## src/rtl/ahb_slave_fe.sv

```systemverilog
// ahb_slave_fe: AHB-Lite slave front end for the AHB-to-APB bridge.
// Decodes the address phase into NUM_REGIONS equal windows, issues one
// valid/ready request per transfer and stalls the data phase with Hreadyout
// until the downstream response returns. Unmapped, oversize and misaligned
// transfers, and downstream errors, get the two-cycle AHB ERROR response.
// Optional build macro: AHB_POSTED_WR_EN -- writes complete on the request
// handshake and never wait for a downstream response.
module ahb_slave_fe #(
    parameter int                ADDR_W      = 32,
    parameter int                DATA_W      = 32,
    parameter int                NUM_REGIONS = 4,
    parameter int                REGION_LOG2 = 12,
    parameter logic [ADDR_W-1:0] BASE_ADDR   = 32'h8000_0000
) (
    input  logic                   Hclk,
    input  logic                   Hresetn,
    input  logic [1:0]             Htrans,
    input  logic                   Hwrite,
    input  logic                   Hreadyin,
    input  logic [ADDR_W-1:0]      Haddr,
    input  logic [2:0]             Hburst,
    input  logic [2:0]             Hsize,
    input  logic [DATA_W-1:0]      Hwdata,
    output logic                   Hreadyout,
    output logic [1:0]             Hresp,
    output logic [DATA_W-1:0]      Hrdata,
    output logic                   req_valid,
    input  logic                   req_ready,
    output logic [ADDR_W-1:0]      req_addr,
    output logic                   req_write,
    output logic [2:0]             req_size,
    output logic [NUM_REGIONS-1:0] req_sel,
    output logic [DATA_W-1:0]      req_wdata,
    input  logic                   rsp_valid,
    input  logic [DATA_W-1:0]      rsp_rdata,
    input  logic                   rsp_err
);

    localparam int SEL_BITS = $clog2(NUM_REGIONS);
    localparam int RSEL_W   = (SEL_BITS > 0) ? SEL_BITS : 1;
    localparam int TOP      = REGION_LOG2 + SEL_BITS;
    localparam int MAX_SIZE = $clog2(DATA_W / 8);

    typedef enum logic [2:0] {
        S_IDLE, S_REQ, S_RSP, S_DONE, S_ERR1, S_ERR2
    } state_t;

    state_t                  state, state_nx;
    logic                    hit, bad, accept, first_req;
    logic [NUM_REGIONS-1:0]  sel_dec;
    logic [ADDR_W-1:0]       amask;
    logic [DATA_W-1:0]       wdata_q;

    // Burst type and the NONSEQ/SEQ distinction carry no meaning here.
    logic unused_ok;
    assign unused_ok = ^{Hburst, Htrans[0]};

    // Window decode: upper bits pick the aperture, the next SEL_BITS pick the window.
    assign hit = (Haddr[ADDR_W-1:TOP] == BASE_ADDR[ADDR_W-1:TOP]);
    generate
        if (NUM_REGIONS > 1) begin : g_multi
            logic [RSEL_W-1:0] widx;
            assign widx    = Haddr[REGION_LOG2 +: RSEL_W];
            assign sel_dec = hit ? (NUM_REGIONS'(1) << widx) : '0;
        end else begin : g_single
            assign sel_dec = hit;
        end
    endgenerate

    // Transfer is flagged when unmapped, wider than the bus or misaligned.
    assign amask  = (ADDR_W'(1) << Hsize) - ADDR_W'(1);
    assign bad    = !hit || (Hsize > 3'(MAX_SIZE)) || ((Haddr & amask) != '0);
    assign accept = Hreadyin && Htrans[1] &&
                    (state == S_IDLE || state == S_DONE || state == S_ERR2);

    // Write data is only valid in the data phase, so it is forwarded live in
    // the first REQ cycle and held from the register afterwards.
    assign req_wdata = first_req ? Hwdata : wdata_q;

    // State register.
    always_ff @(posedge Hclk or negedge Hresetn) begin
        if (!Hresetn) state <= S_IDLE;
        else          state <= state_nx;
    end

    // Next-state and bus/handshake outputs.
    always_comb begin
        state_nx  = state;
        Hreadyout = 1'b1;
        Hresp     = 2'b00;
        req_valid = 1'b0;
        case (state)
            S_IDLE, S_DONE, S_ERR2: begin
                if (state == S_ERR2) Hresp = 2'b01;
                if (accept) state_nx = bad ? S_ERR1 : S_REQ;
                else        state_nx = S_IDLE;
            end
            S_REQ: begin
                Hreadyout = 1'b0;
                req_valid = 1'b1;
`ifdef AHB_POSTED_WR_EN
                if (req_ready) state_nx = req_write ? S_DONE : S_RSP;
`else
                if (req_ready) state_nx = S_RSP;
`endif
            end
            S_RSP: begin
                Hreadyout = 1'b0;
                if (rsp_valid) state_nx = rsp_err ? S_ERR1 : S_DONE;
            end
            S_ERR1: begin
                Hreadyout = 1'b0;
                Hresp     = 2'b01;
                state_nx  = S_ERR2;
            end
            default: state_nx = S_IDLE;
        endcase
    end

    // Address-phase capture and write-data hold.
    always_ff @(posedge Hclk or negedge Hresetn) begin
        if (!Hresetn) begin
            req_addr  <= '0;
            req_write <= 1'b0;
            req_size  <= '0;
            req_sel   <= '0;
            wdata_q   <= '0;
            first_req <= 1'b0;
        end else begin
            first_req <= accept && !bad;
            if (accept) begin
                req_addr  <= Haddr;
                req_write <= Hwrite;
                req_size  <= Hsize;
                req_sel   <= sel_dec;
            end
            if (first_req) wdata_q <= Hwdata;
        end
    end

    // Read data register, loaded only by a read response in RSP.
    always_ff @(posedge Hclk or negedge Hresetn) begin
        if (!Hresetn)                                     Hrdata <= '0;
        else if (state == S_RSP && rsp_valid && !req_write) Hrdata <= rsp_rdata;
    end

endmodule

```

## config.mk

```make
export PLATFORM = sky130hd
export DESIGN_NAME = ahb_slave_fe
export DESIGN_NICKNAME = d
export VERILOG_FILES = /design/src/rtl/ahb_slave_fe.sv
export SDC_FILE = /design/constraint.sdc
export NUM_CORES = 1
export LEC_CHECK = 0
export ABC_AREA = 1
export BUFFER_PORTS_ARGS = -buffer_cell sky130_fd_sc_hd__clkbuf_2
export CELL_PAD_IN_SITES_DETAIL_PLACEMENT = 1
export CELL_PAD_IN_SITES_GLOBAL_PLACEMENT = 2
export CORE_MARGIN = 3
export CORE_UTILIZATION = 25
export DETAILED_ROUTE_END_ITERATION = 6
export GPL_TIMING_DRIVEN = 0
export PLACE_DENSITY_LB_ADDON = 0.08
export SKIP_CTS_REPAIR_TIMING = 1
export SLEW_MARGIN = 0
export SYNTH_ARGS = -nofsm -noshare
export SYNTH_HDL_FRONTEND = slang
export SYNTH_SLANG_ARGS = --single-unit
```

## constraint.sdc

```tcl
create_clock -name Hclk -period 1.6 [get_ports Hclk]
set_clock_uncertainty 0.1 [all_clocks]
set_input_delay 0 -clock Hclk [delete_from_list [all_inputs] [get_ports Hclk]]
set_output_delay 0 -clock Hclk [all_outputs]
set_load 0.01 [all_outputs]
```

==> flow_summary.json <==
{
  "outcome": "finished with violations",
  "failed_checks": "hold timing, setup timing",
  "finish.net_count": 832,
  "synth_edf_count": 0,
  "synth_nets": 485,
  "drt_iter0_drc": 85,
  "pre_cts_ws_ns": -0.0589,
  "critical_path_class": "flip-flop to flip-flop",
  "minimum_period_implied_by_the_final_worst_setup_slack_ns": 1.66,
  "detailroute.via_count": 3971,
  "min-delay-path-class": "input port to flip-flop",
  "fin_total_pwr_mw": 10.1,
  "vias_in_the_first_global_route": 3815,
  "clock_pin_transition_on_the_worst_setup_and_hold_timing_paths_ns": 0.07,
  "via_per_inst": 4.18,
  "share_of_post_route_cells_with_drive_strength_above_1_pct": 49.5,
  "post_synth_inst_count": 373,
  "total_track_usage_pct": 13.4,
  "final-setup-viol-count": 43,
  "tritoncts": "built",
  "flow.area_growth_from_synthesis_pct": 71.1,
  "final.period_utilization_pct": 104,
  "yosysUniqueCellTypes": 26,
  "asyncSetResetFlopFracSynth_pct": 100,
  "cp.arrival_ns": 1.80,
  "pin_count": 219,
  "floorplan.initialDensity_pct": 25.6,
  "cts_buffer_count": 9,
  "hold_slack_ns": -0.0119,
  "power.density_cell_area_mw_per_mm2": 1320,
  "rows": 48,
  "drt-pass1-iter-count": 4,
  "n_fill_cell": 1897,
  "cp-end-kind": "flip-flop",
  "worstSkewPairLatency_ns": 0.35,
  "overflow_left_after_global_routing": 0,
  "total_wire_length_after_detailed_routing_um": 14800,
  "synth_ff_type": "dfrtp_1",
  "coreArea_mm2": 0.0174,
  "crit_path_max_fanout": 10,
  "most_frequent_standard_cell_in_the_layout_excluding_fill_and_tap_cells": "clkbuf_2",
  "final_critical_path_setup_slack_ns": -0.0619,
  "pin_count_of_the_biggest_net_entering_global_routing": 108,
  "tightest_slew_ns": 0.693,
  "leakage_nw": 4.13,
  "synth_seq_area_share_pct": 60.8,
  "ys_ff_latch": 108,
  "route.antenna.remaining_nets": 0,
  "route.detailed.drc": 0,
  "global_route_wire_length_before_repair_um": 20800,
  "post-route-cell-area_mm2": 0.00761,
  "vdd_drop_max_mv": 0.556,
  "syn_std_cell_area_mm2": 0.00445,
  "layout_common_cells": "clkbuf_2, dfrtp_1, dlygate4sd3_1",
  "num_antenna_cells": 0,
  "drt-wirelength-per-cell_um": 15.6,
  "max_freq_mhz": 602,
  "dieHeight_um": 139,
  "port_buffers": 213,
  "place.gp.congestion": 0.741,
  "clock_sink_count": 108,
  "place_area_mm2": 0.00583,
  "hold_violations": 1,
  "slew_violations": 0,
  "maxSlewHeadroom_pct": 53.7,
  "clockRootBuffer": "clkbuf_16",
  "dp_hpwl_um": 9780,
  "timing.critical_path.required_ns": 1.74,
  "die_w_um": 139,
  "design.die.area_mm2": 0.0194,
  "synth-warning-count": 0,
  "cp-start-kind": "flip-flop",
  "setup_repair_after_global_routing_missed_its_margin": "true",
  "cts-root-to-sink-buffers": 2,
  "htree_levels": 3,
  "grt_antenna_before_repair": 0,
  "drv_cap": 0,
  "syn_avg_cell_area_um2": 11.9
}
==> cell usage after synthesis, types with 3 or more instances <==
library cell | number | area [um^2]
buf_4 | 3 | 22.5
o21ai_1 | 20 | 100
buf_6 | 6 | 67.6
inv_1 | 30 | 113
dfrtp_1 | 108 | 2700
nor2_1 | 15 | 56.3
o21ai_0 | 3 | 15.0
mux2_4 | 30 | 450
nand3_1 | 7 | 35.0
a21oi_1 | 5 | 25.0
nor3_1 | 3 | 15.0
nand2_1 | 92 | 345
buf_2 | 5 | 25.0
mux2_2 | 34 | 383
==> routing by layer <==
layer	global-route usage (%)	up-vias	part of all wire [%]
li1	-	1886	-
met1	16.5	1954	41
met2	22.1	118	51
met3	4.05	13	6.2
met4	5.25	0	1.5
met5	0	-	0
==> metrics by stage <==
stage | utilization (%) | instances | setup TNS, ns
final | 43.9 | 950 | -2.09
after global routing | 43.9 | 950 | -8.98
after CTS | 35.3 | 828 | -12.39
after detailed placement | 33.6 | 812 | -2.14
after global placement | 33.4 | 811 | -140.12
after floorplan | - | 373 | 0
==> report_power, final <==
group	internal, mW	switching, mW
sequential	3.58	0.517
combinational	1.97	1.81
clock	1.08	1.11
==> path summary, 6_finish.rpt <==
| kind | to | start | cells after the start | slack (ns) |
|---|---|---|---|---|
| max | Hrdata[8] | state[1] | 6 | -0.06 |
| min | first_req | Hsize[0] | 6 | -0.01 |
| max reg2reg | Hrdata[8] | state[1] | 6 | -0.06 |
| min reg2reg | req_addr[2] | req_addr[2] | 2 | 0.38 |
| max in group asynchronous | state[0] | Hresetn | 3 | 0.76 |
| min in group asynchronous | wdata_q[30] | Hresetn | 3 | 0.20 |
==> logic make-up (layout without fill, tap and decap cells) <==
kind of cell               Yosys count  count (layout)  synth area share, %
AOI/OAI and AO/OA                   29              29                 3.35
buffers and inverters               47             399                 5.43
DFF                                108             108                 60.8
and+or+nand+nor                    123             123                 11.4
adders and majority gates            1               1                0.281
muxes                               64              64                 18.7
other                                1               1               0.0843
==> worst max-delay path, cell delays in order, from the launching register on <==
cell and delay (ns):
dfrtp_1 0.39, inv_2 0.07, buf_4 0.14, nor3_4 0.25, nand2_4 0.13, buf_12 0.17, mux2_4 0.29
==> state kept, by name (all words and copies together) (netlist names) <==
register	flops
req_addr	32
first_req	1
wdata_q	32
req_write	1
state	3
req_sel	4
req_size	3
Hrdata	32
==> final cells by class <==
type                       count  area, um^2  area share [%]
timing repair inverter         1        11.3           0.148
multi-input combinational    218        1640            21.5
timing repair buffer         336        2370            31.1
inverter                      32         125            1.64
clock buffer                   9         225            2.96
tap                          225         282            3.70
clock inverter                 7        62.6           0.822
buffer                        14         195            2.56
sequential                   108        2710            35.5
No activity file was read; power rests on OpenSTA's default activity.
